[config.mk]
export PLATFORM = sky130hd
export DESIGN_NAME = pci_initiator_ctrl_flat
export DESIGN_NICKNAME = d
export VERILOG_FILES = /design/src/rtl/pci_pkg.sv /design/src/rtl/pci_initiator_ctrl_if.sv /design/src/rtl/pci_lat_timer.sv /design/src/rtl/pci_initiator_ctrl.sv /design/src/flat_wrapper.sv
export SDC_FILE = /design/constraint.sdc
export NUM_CORES = 1
export LEC_CHECK = 0
export BUFFER_PORTS_ARGS = -buffer_cell sky130_fd_sc_hd__buf_4
export CAP_MARGIN = 20
export CORE_MARGIN = 3
export CORE_UTILIZATION = 40
export DETAILED_ROUTE_END_ITERATION = 12
export HOLD_SLACK_MARGIN = 0.1
export PLACE_DENSITY_LB_ADDON = 0.1
export REMOVE_ABC_BUFFERS = 1
export SYNTH_ARGS = -nofsm -noshare
export SYNTH_HDL_FRONTEND = slang
export SYNTH_SLANG_ARGS = --single-unit
[constraint.sdc]
create_clock -name clk -period 2.6 [get_ports clk]
set_clock_uncertainty 0.05 [all_clocks]
set_input_delay 0.52 -clock clk [delete_from_list [all_inputs] [get_ports clk]]
set_output_delay 0.52 -clock clk [all_outputs]
set_load 0.1 [all_outputs]
[src/rtl/pci_pkg.sv]
// Shared types and constants for the PCI initiator controller.
// Holds the FSM state type, timing constants and PCI bus command encodings.
package pci_pkg;

  typedef enum logic [2:0] {
    IDLE,
    REQ,
    ADDR,
    DATA,
    TURN
  } pci_state_t;

  localparam int unsigned LAT_TIMER_CYCLES = 16;
  localparam int unsigned DEVSEL_TIMEOUT   = 5;

  localparam logic [3:0] CMD_IO_READ   = 4'h2;
  localparam logic [3:0] CMD_IO_WRITE  = 4'h3;
  localparam logic [3:0] CMD_MEM_READ  = 4'h6;
  localparam logic [3:0] CMD_MEM_WRITE = 4'h7;
  localparam logic [3:0] CMD_CFG_READ  = 4'hA;
  localparam logic [3:0] CMD_CFG_WRITE = 4'hB;

endpackage

[src/rtl/pci_initiator_ctrl_if.sv]
// PCI bus-side signals of the initiator: arbitration, sampled bus state and drives.
// master = the initiator controller, slave = the bus/arbiter/target side.
interface pci_initiator_ctrl_if;
  logic       GNT_n;
  logic       FRAME_in_n;
  logic       IRDY_in_n;
  logic       TRDY_n;
  logic       DEVSEL_n;
  logic       REQ_n;
  logic       FRAME_n;
  logic       IRDY_n;
  logic [3:0] cbe_n;
  logic       bus_oe;

  modport master (
    input  GNT_n, FRAME_in_n, IRDY_in_n, TRDY_n, DEVSEL_n,
    output REQ_n, FRAME_n, IRDY_n, cbe_n, bus_oe
  );

  modport slave (
    output GNT_n, FRAME_in_n, IRDY_in_n, TRDY_n, DEVSEL_n,
    input  REQ_n, FRAME_n, IRDY_n, cbe_n, bus_oe
  );
endinterface

[src/rtl/pci_lat_timer.sv]
// Master latency timer: loaded at the address phase, counts down once per data cycle.
// Only instantiated when PCI_LATENCY_TIMER_EN is defined.
module pci_lat_timer
  import pci_pkg::*;
(
  input  logic clk,
  input  logic rst_n,
  input  logic load,
  input  logic tick,
  output logic expired
);

  logic [7:0] count_reg;

  always_ff @(posedge clk or negedge rst_n) begin
    if (!rst_n) begin
      count_reg <= 8'd0;
    end else if (load) begin
      count_reg <= 8'(LAT_TIMER_CYCLES);
    end else if (tick && count_reg != 8'd0) begin
      count_reg <= count_reg - 8'd1;
    end
  end

  assign expired = (count_reg == 8'd0);

endmodule

[src/rtl/pci_initiator_ctrl.sv]
// PCI initiator: arbitration, address phase, burst data phases, master abort, turnaround.
// Optional latency timer enabled with the PCI_LATENCY_TIMER_EN macro.
module pci_initiator_ctrl
  import pci_pkg::*;
(
  input  logic                clk,
  input  logic                rst_n,
  input  logic                start,
  input  logic [3:0]          cmd,
  input  logic [2:0]          len,
  pci_initiator_ctrl_if.master bus,
  output logic                busy,
  output logic                data_ack,
  output logic                done,
  output logic                abort
);

  localparam logic [2:0] DEVSEL_LAST = 3'(DEVSEL_TIMEOUT - 1);

  pci_state_t state_reg, state_next;
  logic [3:0] cmd_reg, cmd_next;
  logic [3:0] remaining_reg, remaining_next;
  logic [2:0] devsel_cnt_reg, devsel_cnt_next;
  logic       devsel_seen_reg, devsel_seen_next;
  logic       aborting_reg, aborting_next;
  logic       req_n_reg, req_n_next;
  logic       frame_n_reg, frame_n_next;
  logic       irdy_n_reg, irdy_n_next;
  logic [3:0] cbe_n_reg, cbe_n_next;
  logic       bus_oe_reg, bus_oe_next;
  logic       busy_reg, busy_next;
  logic       data_ack_reg, data_ack_next;
  logic       done_reg, done_next;
  logic       abort_reg, abort_next;

`ifdef PCI_LATENCY_TIMER_EN
  logic lat_expired;

  pci_lat_timer u_lat_timer (
    .clk     (clk),
    .rst_n   (rst_n),
    .load    (state_reg == ADDR),
    .tick    (state_reg == DATA),
    .expired (lat_expired)
  );
`endif

  always_ff @(posedge clk or negedge rst_n) begin
    if (!rst_n) begin
      state_reg       <= IDLE;
      cmd_reg         <= 4'd0;
      remaining_reg   <= 4'd0;
      devsel_cnt_reg  <= 3'd0;
      devsel_seen_reg <= 1'b0;
      aborting_reg    <= 1'b0;
      req_n_reg       <= 1'b1;
      frame_n_reg     <= 1'b1;
      irdy_n_reg      <= 1'b1;
      cbe_n_reg       <= 4'hF;
      bus_oe_reg      <= 1'b0;
      busy_reg        <= 1'b0;
      data_ack_reg    <= 1'b0;
      done_reg        <= 1'b0;
      abort_reg       <= 1'b0;
    end else begin
      state_reg       <= state_next;
      cmd_reg         <= cmd_next;
      remaining_reg   <= remaining_next;
      devsel_cnt_reg  <= devsel_cnt_next;
      devsel_seen_reg <= devsel_seen_next;
      aborting_reg    <= aborting_next;
      req_n_reg       <= req_n_next;
      frame_n_reg     <= frame_n_next;
      irdy_n_reg      <= irdy_n_next;
      cbe_n_reg       <= cbe_n_next;
      bus_oe_reg      <= bus_oe_next;
      busy_reg        <= busy_next;
      data_ack_reg    <= data_ack_next;
      done_reg        <= done_next;
      abort_reg       <= abort_next;
    end
  end

  always_comb begin
    state_next       = state_reg;
    cmd_next         = cmd_reg;
    remaining_next   = remaining_reg;
    devsel_cnt_next  = devsel_cnt_reg;
    devsel_seen_next = devsel_seen_reg;
    aborting_next    = aborting_reg;
    req_n_next       = req_n_reg;
    frame_n_next     = frame_n_reg;
    irdy_n_next      = irdy_n_reg;
    cbe_n_next       = cbe_n_reg;
    bus_oe_next      = bus_oe_reg;
    busy_next        = busy_reg;
    data_ack_next    = 1'b0;
    done_next        = 1'b0;
    abort_next       = 1'b0;

    case (state_reg)
      IDLE: begin
        if (start) begin
          cmd_next       = cmd;
          remaining_next = {1'b0, len} + 4'd1;
          req_n_next     = 1'b0;
          busy_next      = 1'b1;
          state_next     = REQ;
        end
      end
      REQ: begin
        // Bus must be idle (no FRAME, no IRDY) in the same cycle the grant is seen.
        if (!bus.GNT_n && bus.FRAME_in_n && bus.IRDY_in_n) begin
          frame_n_next = 1'b0;
          irdy_n_next  = 1'b1;
          cbe_n_next   = cmd_reg;
          bus_oe_next  = 1'b1;
          state_next   = ADDR;
        end
      end
      ADDR: begin
        irdy_n_next      = 1'b0;
        cbe_n_next       = 4'b0000;
        frame_n_next     = (remaining_reg == 4'd1);
        devsel_cnt_next  = 3'd0;
        devsel_seen_next = 1'b0;
        aborting_next    = 1'b0;
        state_next       = DATA;
      end
      DATA: begin
        if (aborting_reg) begin
          irdy_n_next = 1'b1;
          req_n_next  = 1'b1;
          cbe_n_next  = 4'hF;
          abort_next  = 1'b1;
          state_next  = TURN;
        end else if (bus.DEVSEL_n && !devsel_seen_reg && devsel_cnt_reg == DEVSEL_LAST) begin
          // No target claimed the cycle: release FRAME now, IRDY a cycle later.
          frame_n_next  = 1'b1;
          aborting_next = 1'b1;
        end else begin
          if (!bus.DEVSEL_n) begin
            devsel_seen_next = 1'b1;
          end else if (!devsel_seen_reg) begin
            devsel_cnt_next = devsel_cnt_reg + 3'd1;
          end
          if (!bus.TRDY_n) begin
            data_ack_next  = 1'b1;
            remaining_next = remaining_reg - 4'd1;
            if (remaining_reg == 4'd1) begin
              frame_n_next = 1'b1;
              irdy_n_next  = 1'b1;
              req_n_next   = 1'b1;
              cbe_n_next   = 4'hF;
              done_next    = 1'b1;
              state_next   = TURN;
            end else if (remaining_reg == 4'd2) begin
              frame_n_next = 1'b1;
            end
          end
`ifdef PCI_LATENCY_TIMER_EN
          // Timer expired with grant gone: the phase in flight becomes the last one.
          if (lat_expired && bus.GNT_n && !frame_n_reg && remaining_reg > 4'd1) begin
            frame_n_next   = 1'b1;
            remaining_next = 4'd1;
          end
`endif
        end
      end
      TURN: begin
        frame_n_next = 1'b1;
        irdy_n_next  = 1'b1;
        cbe_n_next   = 4'hF;
        bus_oe_next  = 1'b0;
        busy_next    = 1'b0;
        state_next   = IDLE;
      end
      default: state_next = IDLE;
    endcase
  end

  assign bus.REQ_n   = req_n_reg;
  assign bus.FRAME_n = frame_n_reg;
  assign bus.IRDY_n  = irdy_n_reg;
  assign bus.cbe_n   = cbe_n_reg;
  assign bus.bus_oe  = bus_oe_reg;
  assign busy        = busy_reg;
  assign data_ack    = data_ack_reg;
  assign done        = done_reg;
  assign abort       = abort_reg;

endmodule
[src/flat_wrapper.sv]
// flat-port wrapper written by rule: the top's interface ports become plain ports
module pci_initiator_ctrl_flat import pci_pkg::*;
  (clk, rst_n, start, cmd, len, busy, data_ack, done, abort, bus_GNT_n, bus_FRAME_in_n, bus_IRDY_in_n, bus_TRDY_n, bus_DEVSEL_n, bus_REQ_n, bus_FRAME_n, bus_IRDY_n, bus_cbe_n, bus_bus_oe);
  pci_initiator_ctrl_if bus_i ();
  input  logic clk;
  input  logic rst_n;
  input  logic start;
  input  logic [3:0] cmd;
  input  logic [2:0] len;
  output logic busy;
  output logic data_ack;
  output logic done;
  output logic abort;
  input wire logic [$bits(bus_i.GNT_n)-1:0] bus_GNT_n;
  input wire logic [$bits(bus_i.FRAME_in_n)-1:0] bus_FRAME_in_n;
  input wire logic [$bits(bus_i.IRDY_in_n)-1:0] bus_IRDY_in_n;
  input wire logic [$bits(bus_i.TRDY_n)-1:0] bus_TRDY_n;
  input wire logic [$bits(bus_i.DEVSEL_n)-1:0] bus_DEVSEL_n;
  output wire logic [$bits(bus_i.REQ_n)-1:0] bus_REQ_n;
  output wire logic [$bits(bus_i.FRAME_n)-1:0] bus_FRAME_n;
  output wire logic [$bits(bus_i.IRDY_n)-1:0] bus_IRDY_n;
  output wire logic [$bits(bus_i.cbe_n)-1:0] bus_cbe_n;
  output wire logic [$bits(bus_i.bus_oe)-1:0] bus_bus_oe;
  assign bus_i.GNT_n = bus_GNT_n;
  assign bus_i.FRAME_in_n = bus_FRAME_in_n;
  assign bus_i.IRDY_in_n = bus_IRDY_in_n;
  assign bus_i.TRDY_n = bus_TRDY_n;
  assign bus_i.DEVSEL_n = bus_DEVSEL_n;
  assign bus_REQ_n = bus_i.REQ_n;
  assign bus_FRAME_n = bus_i.FRAME_n;
  assign bus_IRDY_n = bus_i.IRDY_n;
  assign bus_cbe_n = bus_i.cbe_n;
  assign bus_bus_oe = bus_i.bus_oe;
  pci_initiator_ctrl u_core (.clk(clk), .rst_n(rst_n), .start(start), .cmd(cmd), .len(len), .bus(bus_i), .busy(busy), .data_ack(data_ack), .done(done), .abort(abort));
endmodule
==> impl_metrics.env, run 1 <==
export IMPL_io_buffers=26
export IMPL_tightest_slew_ps=469
export IMPL_slew_viol_final=0
export IMPL_post_route_period_util=0.786
export IMPL_synth_top_area_share=0.345
export IMPL_clock_sinks=28
export IMPL_yosys_cell_types_count=41
export IMPL_grt_max_degree=29
export IMPL_antenna_found_initial=0
export IMPL_max_cap_violations=0
export IMPL_crit_path_max_incr_delay_ps=410
export IMPL_timing_hold_ws_ps=95.1
export IMPL_syn_area_mm2=0.00152
export IMPL_worst_ir_drop_vdd_v=0.000601
export IMPL_fp_dieArea_mm2=0.00458
export IMPL_drt_wl_total_um=3150
export IMPL_cp_data_arrival_time_ps=2200
export IMPL_dieHeight_um=67.7
export IMPL_crit_family="compound AO/OA/AOI/OAI gates"
export IMPL_status="completed"
export IMPL_fp_dieW_um=67.7
export IMPL_cpMaxStageDelayCell="dfrtp_1"
export IMPL_cts_buffers=3
export IMPL_start_kind="flip-flop"
export IMPL_dp_hpwl_um=2400
export IMPL_initialDrtViolationCount=78
export IMPL_synth_edf_count=0
export IMPL_start_util=0.435
export IMPL_leakage_nw=0.881
export IMPL_cts_hold_buf=0
export IMPL_overflow=0
export IMPL_cts_root_buf="clkbuf_8"
export IMPL_hp_class="in -> async"
export IMPL_grt_pass1_wl_um=5460
export IMPL_yosysTopAreaCell="dfrtp_1"
export IMPL_nets=198
export IMPL_min_period_ps=2040
export IMPL_endpoint_kind="flip-flop"
export IMPL_avgRoutedWirePerCell_um=14.2
export IMPL_fp_row_count=21
export IMPL_boundaryPins=27
export IMPL_area_delta_synth_final_pct=19.7
export IMPL_avgSynthCellArea_um2=10.0
export IMPL_timing_fmax_mhz=489
export IMPL_postSynthCellCount=152
export IMPL_final_common_cell="buf_4"
export IMPL_async_flop_share=1.00
export IMPL_final_cell_mix="buf_4, dfrtp_1, nand2_1"
export IMPL_vias=1126
export IMPL_cp_num_buf_inv=1
export IMPL_ys_ff_latch=28
export IMPL_setup_violations=0
export IMPL_grt_total_usage=0.158
export IMPL_core_area_mm2=0.00349
export IMPL_layout_drive_gt1_share=0.267
export IMPL_worstPathRequired_ps=2760
export IMPL_critPathKind="reg -> reg"
export IMPL_cts_buffer_depth=2
export IMPL_cp_max_fo=5
export IMPL_clkTransAtPathRegs_ps=90
export IMPL_yosys_warnings=0
export IMPL_synthFlopType="dfrtp_1"
export IMPL_gp_congestion=0.794
export IMPL_post_cts_setup_buffer_count=0
export IMPL_diodes=0
export IMPL_power_density_mw_per_mm2=1350
export IMPL_clk_latency_ps=270
export IMPL_slew_headroom=0.686
export IMPL_viasPerCell=5.07
export IMPL_drtAntennaViolNets=0
export IMPL_rsz0062_at_grt="false"
export IMPL_hold_violations=0
export IMPL_setup_tns_final_ps=0
export IMPL_synthTopCellsByArea="dfrtp_1, dfstp_2, ha_1"
export IMPL_drt_pass1_iterations=4
export IMPL_cts_tree="built"
export IMPL_drc_errors=0
export IMPL_yosysSeqAreaShare=0.466
export IMPL_cp_cell_sequence="inv_1 -> ha_1 -> nand4b_1 -> a311oi_2 -> a221o_2 -> mux2_4"
export IMPL_cts_repair_resized=0
export IMPL_grt_pass1_vias=1181
export IMPL_htreeDepth=1
==> where the power goes <==
group          internal (mW)  switching [mW]
Clock                  0.206           0.133
Sequential             0.643           0.210
Combinational          0.432           0.834
==> worst paths after layout <==
path / from / endpoint / slack [ps] / depth (start not counted)
min: rst_n / u_core.remaining_reg[2] / 100 / 1
max: u_core.devsel_cnt_reg[1] / u_core.bus.cbe_n[0] / 560 / 6
min reg2reg: u_core.bus.IRDY_n / u_core.bus.IRDY_n / 420 / 2
min in group clk: cmd[0] / u_core.cmd_reg[0] / 380 / 3
max reg2reg: u_core.devsel_cnt_reg[1] / u_core.bus.cbe_n[0] / 560 / 6
max in group asynchronous: rst_n / u_core.bus.REQ_n / 2100 / 1
==> per-stage QoR <==
step / cell area (um2) / power, mW / cells / util / worst slack (ps)
2_1_floorplan: 1500 / 1.83 / 146 / - / 826
3_3_place_gp: 1750 / 2.10 / 218 / 0.501 / 687
3_5_place_dp: 1750 / 2.14 / 218 / 0.501 / 569
4_1_cts: 1820 / 2.48 / 222 / 0.521 / 548
5_1_grt: 1820 / 2.63 / 222 / 0.521 / 411
6_report: 1820 / 2.46 / 222 / 0.521 / 556
==> kinds of logic after synthesis <==
group | synth area share
AO/OA/AOI/OAI | 0.138
XOR/XNOR | 0.0115
adder cells (fa/ha/maj) | 0.0493
buffers and inverters | 0.0386
flip-flops | 0.466
multiplexers | 0.0592
AND/OR/NAND/NOR | 0.237
==> synth_stat cells (2+ instances only) <==
| master | number |
|---|---|
| a31oi_1 | 2 |
| nand2b_1 | 5 |
| mux2_4 | 4 |
| nand2_1 | 16 |
| nor2_1 | 12 |
| o21ai_0 | 10 |
| nor3_1 | 5 |
| a21oi_1 | 8 |
| inv_1 | 9 |
| dfrtp_1 | 21 |
| o21bai_1 | 2 |
| ha_1 | 6 |
| mux2i_1 | 3 |
| o31a_1 | 2 |
| nand3b_1 | 2 |
| nand4b_1 | 2 |
| and2_1 | 2 |
| clkbuf_1 | 4 |
| nand3_1 | 7 |
| buf_2 | 2 |
| dfstp_2 | 7 |
| nor3b_1 | 2 |
==> cell type report <==
class	instances	area (um2)
Clock inverter	1	30.0
Timing Repair Buffer	26	195
Sequential cell	28	709
Tap cell	46	57.6
Clock buffer	3	41.3
Inverter	9	33.8
Multi-Input combinational cell	109	753
Fill cell	320	1670
==> routing by layer <==
layer,global-route usage,part of all wire,vias to the layer above
met5,0,0,-
met4,0.0456,0.012,0
met3,0.0349,0.038,4
met2,0.247,0.47,21
met1,0.218,0.48,523
li1,-,-,578
Note: power is estimated with default switching activity, not from simulation.
==> run 2: changes to the inputs <==
--- a/config.mk
+++ b/config.mk
@@ -5,6 +5,7 @@
 export SDC_FILE = /design/constraint.sdc
 export NUM_CORES = 1
 export LEC_CHECK = 0
+export ABC_AREA = 1
 export BUFFER_PORTS_ARGS = -buffer_cell sky130_fd_sc_hd__buf_4
 export CAP_MARGIN = 20
 export CORE_MARGIN = 3
==> constraint.sdc (replaced) <==
create_clock -name clk -period 1.8 [get_ports clk]
set_clock_uncertainty 0.05 [all_clocks]
set_input_delay 0.36 -clock clk [delete_from_list [all_inputs] [get_ports clk]]
set_output_delay 0.36 -clock clk [all_outputs]
set_load 0.1 [all_outputs]
==> run 2 against run 1 <==
  * Worst setup slack worse by 350 ps
  * Via count is 14% higher
  * Sequential share of layout area is 0.79 points lower
  * Global-route usage is 0.13 points higher
  * Cell count is 16% higher
  * Worst hold slack better by 110 ps
  * Die area is 1.3% higher
  * Utilization is 0.68 points higher
  * Area after synthesis is 1.5% higher
  * Critical path depth is 1 higher
  * Non-clock buffer count is 2 higher
  * First-iteration DRC count is 24% lower
  * Critical path type unchanged
  * Highest routed layer unchanged
==> impl_metrics.env, run 2 <==
export IMPL_status="completed"
export IMPL_timing_fmax_mhz=629
export IMPL_worstPathRequired_ps=1910
export IMPL_post_cts_setup_buffer_count=0
export IMPL_viasPerCell=4.97
export IMPL_syn_area_mm2=0.00154
export IMPL_nets=234
export IMPL_dieHeight_um=68.1
export IMPL_ys_ff_latch=28
export IMPL_slew_viol_final=0
export IMPL_hp_class="in -> reg"
export IMPL_drt_wl_total_um=3180
export IMPL_overflow=0
export IMPL_area_delta_synth_final_pct=20.3
export IMPL_dp_hpwl_um=2470
export IMPL_fp_dieW_um=68.1
export IMPL_clk_latency_ps=270
export IMPL_avgRoutedWirePerCell_um=12.3
export IMPL_post_route_period_util=0.884
export IMPL_worstReg2RegStart="u_core.state_reg[0]"
export IMPL_postSynthCellCount=181
export IMPL_cts_root_buf="clkbuf_8"
export IMPL_drt_pass1_iterations=4
export IMPL_diodes=0
export IMPL_htreeDepth=1
export IMPL_yosysSeqAreaShare=0.459
export IMPL_synth_commonest_cells="nand2_1, dfrtp_1, inv_1"
export IMPL_start_kind="flip-flop"
export IMPL_antenna_found_initial=0
export IMPL_layout_drive_gt1_share=0.283
export IMPL_max_cap_violations=0
export IMPL_setup_tns_final_ps=0
export IMPL_cp_data_arrival_time_ps=1700
export IMPL_cts_buffer_depth=2
export IMPL_avgSynthCellArea_um2=8.53
export IMPL_final_cell_mix="nand2_1, buf_4, dfrtp_1"
export IMPL_min_period_ps=1590
export IMPL_start_util=0.439
export IMPL_critPathKind="reg -> reg"
export IMPL_synth_edf_count=0
export IMPL_setup_violations=0
export IMPL_yosys_warnings=0
export IMPL_hold_violations=0
export IMPL_grt_pass1_wl_um=5570
export IMPL_io_buffers=26
export IMPL_synth_top_area_share=0.340
export IMPL_initialDrtViolationCount=59
export IMPL_cp_max_fo=13
export IMPL_cp_startpoint="u_core.state_reg[0]"
export IMPL_async_flop_share=1.00
export IMPL_synthTopCellsByArea="dfrtp_1, nand2_1, dfstp_2"
export IMPL_grt_max_degree=29
export IMPL_drtAntennaViolNets=0
export IMPL_cts_tree="built"
export IMPL_yosysTopAreaCell="dfrtp_1"
export IMPL_drc_errors=0
export IMPL_clkTransAtPathRegs_ps=90
export IMPL_boundaryPins=27
export IMPL_cts_buffers=3
export IMPL_clock_sinks=28
export IMPL_grt_pass1_vias=1269
export IMPL_tightest_slew_ps=362
export IMPL_slew_headroom=0.758
export IMPL_final_common_cell="nand2_1"
export IMPL_gp_congestion=0.814
export IMPL_endpoint_kind="flip-flop"
export IMPL_synthFlopType="dfrtp_1"
export IMPL_fp_dieArea_mm2=0.00464
export IMPL_rsz0062_at_grt="false"
export IMPL_synth_most_common_cell="nand2_1"
export IMPL_vias=1282
export IMPL_grt_total_usage=0.159
export IMPL_fp_row_count=21
export IMPL_min_from="bus_TRDY_n"
export IMPL_yosys_cell_types_count=26
export IMPL_core_area_mm2=0.00352
run 2: cell count changes after synthesis, sizes merged, moves of 5 or more:
cell	delta
nand2	+44
inv	+11
o21ai	+5
nand2b	-5
nand3	+11
run 2: worst max-delay path, cell delays in order (launching register included):
cell and delay, ps:
dfrtp_1 470, nand2_2 100, nor2_4 300, nand2_1 190, nand2_1 130, nor2_2 80
nand3_1 80, o21ai_0 80
run 2: cell families (layout without fill, tap and decap cells):
| family | count (synthesis) | count (layout) | synth area share |
|---|---|---|---|
| xor gates and xnor gates | 3 | 3 | 0.0170 |
| AOI/OAI and AO/OA | 24 | 24 | 0.0948 |
| and+or+nand+nor | 99 | 99 | 0.324 |
| buffers and inverters | 21 | 52 | 0.0559 |
| adders and majority gates | 6 | 6 | 0.0486 |
| DFF | 28 | 28 | 0.459 |
run 2: final cells by class:
cell class,instances,area [um2]
Sequential cell,28,709
Tap cell,46,57.6
Multi-Input combinational cell,132,748
Timing Repair Buffer,28,213
Fill cell,349,1660
Clock buffer,4,55.1
Inverter,20,75.1
run 2: what timing repair did:
item	in CTS	in global routing
hold buffers	1	0
resized for setup	0	0
endpoints found under the hold margin	21	0
run 2: worst paths after layout:
check	cells past startpoint	slack, ps	to
worst max-delay path	7	210	u_core.remaining_reg[3]
worst min-delay path	2	210	u_core.done
worst max register to register	7	210	u_core.remaining_reg[3]
worst min register to register	2	420	u_core.bus.FRAME_n
max in group asynchronous	2	900	u_core.bus.REQ_n
min in group asynchronous	2	480	u_core.remaining_reg[2]
run 2: layer usage:
metal | track usage | part of all wire | vias to the layer above | wire [um]
met3 | 0.0460 | 0.048 | 6 | 152
li1 | - | - | 642 | -
met5 | 0 | 0 | - | 0
met4 | 0.0471 | 0.010 | 0 | 32
met1 | 0.200 | 0.45 | 605 | 1440
met2 | 0.264 | 0.49 | 29 | 1560
run 2: through the flow:
stage               worst slack [ps]  cell area [um2]  hold WS, ps  std cells  utilization
floorplan                        410             1530         14.4        180            -
global placement                 232             1790          249        253        0.509
detailed placement               230             1790          250        253        0.509
CTS                              212             1860          201        258        0.528
global route                    70.3             1860          217        258        0.528
finish                           209             1860          209        258        0.528
Power of run 2 is not shown: default switching activity piles up to over one toggle a cycle in this logic, so the estimate is an artifact.
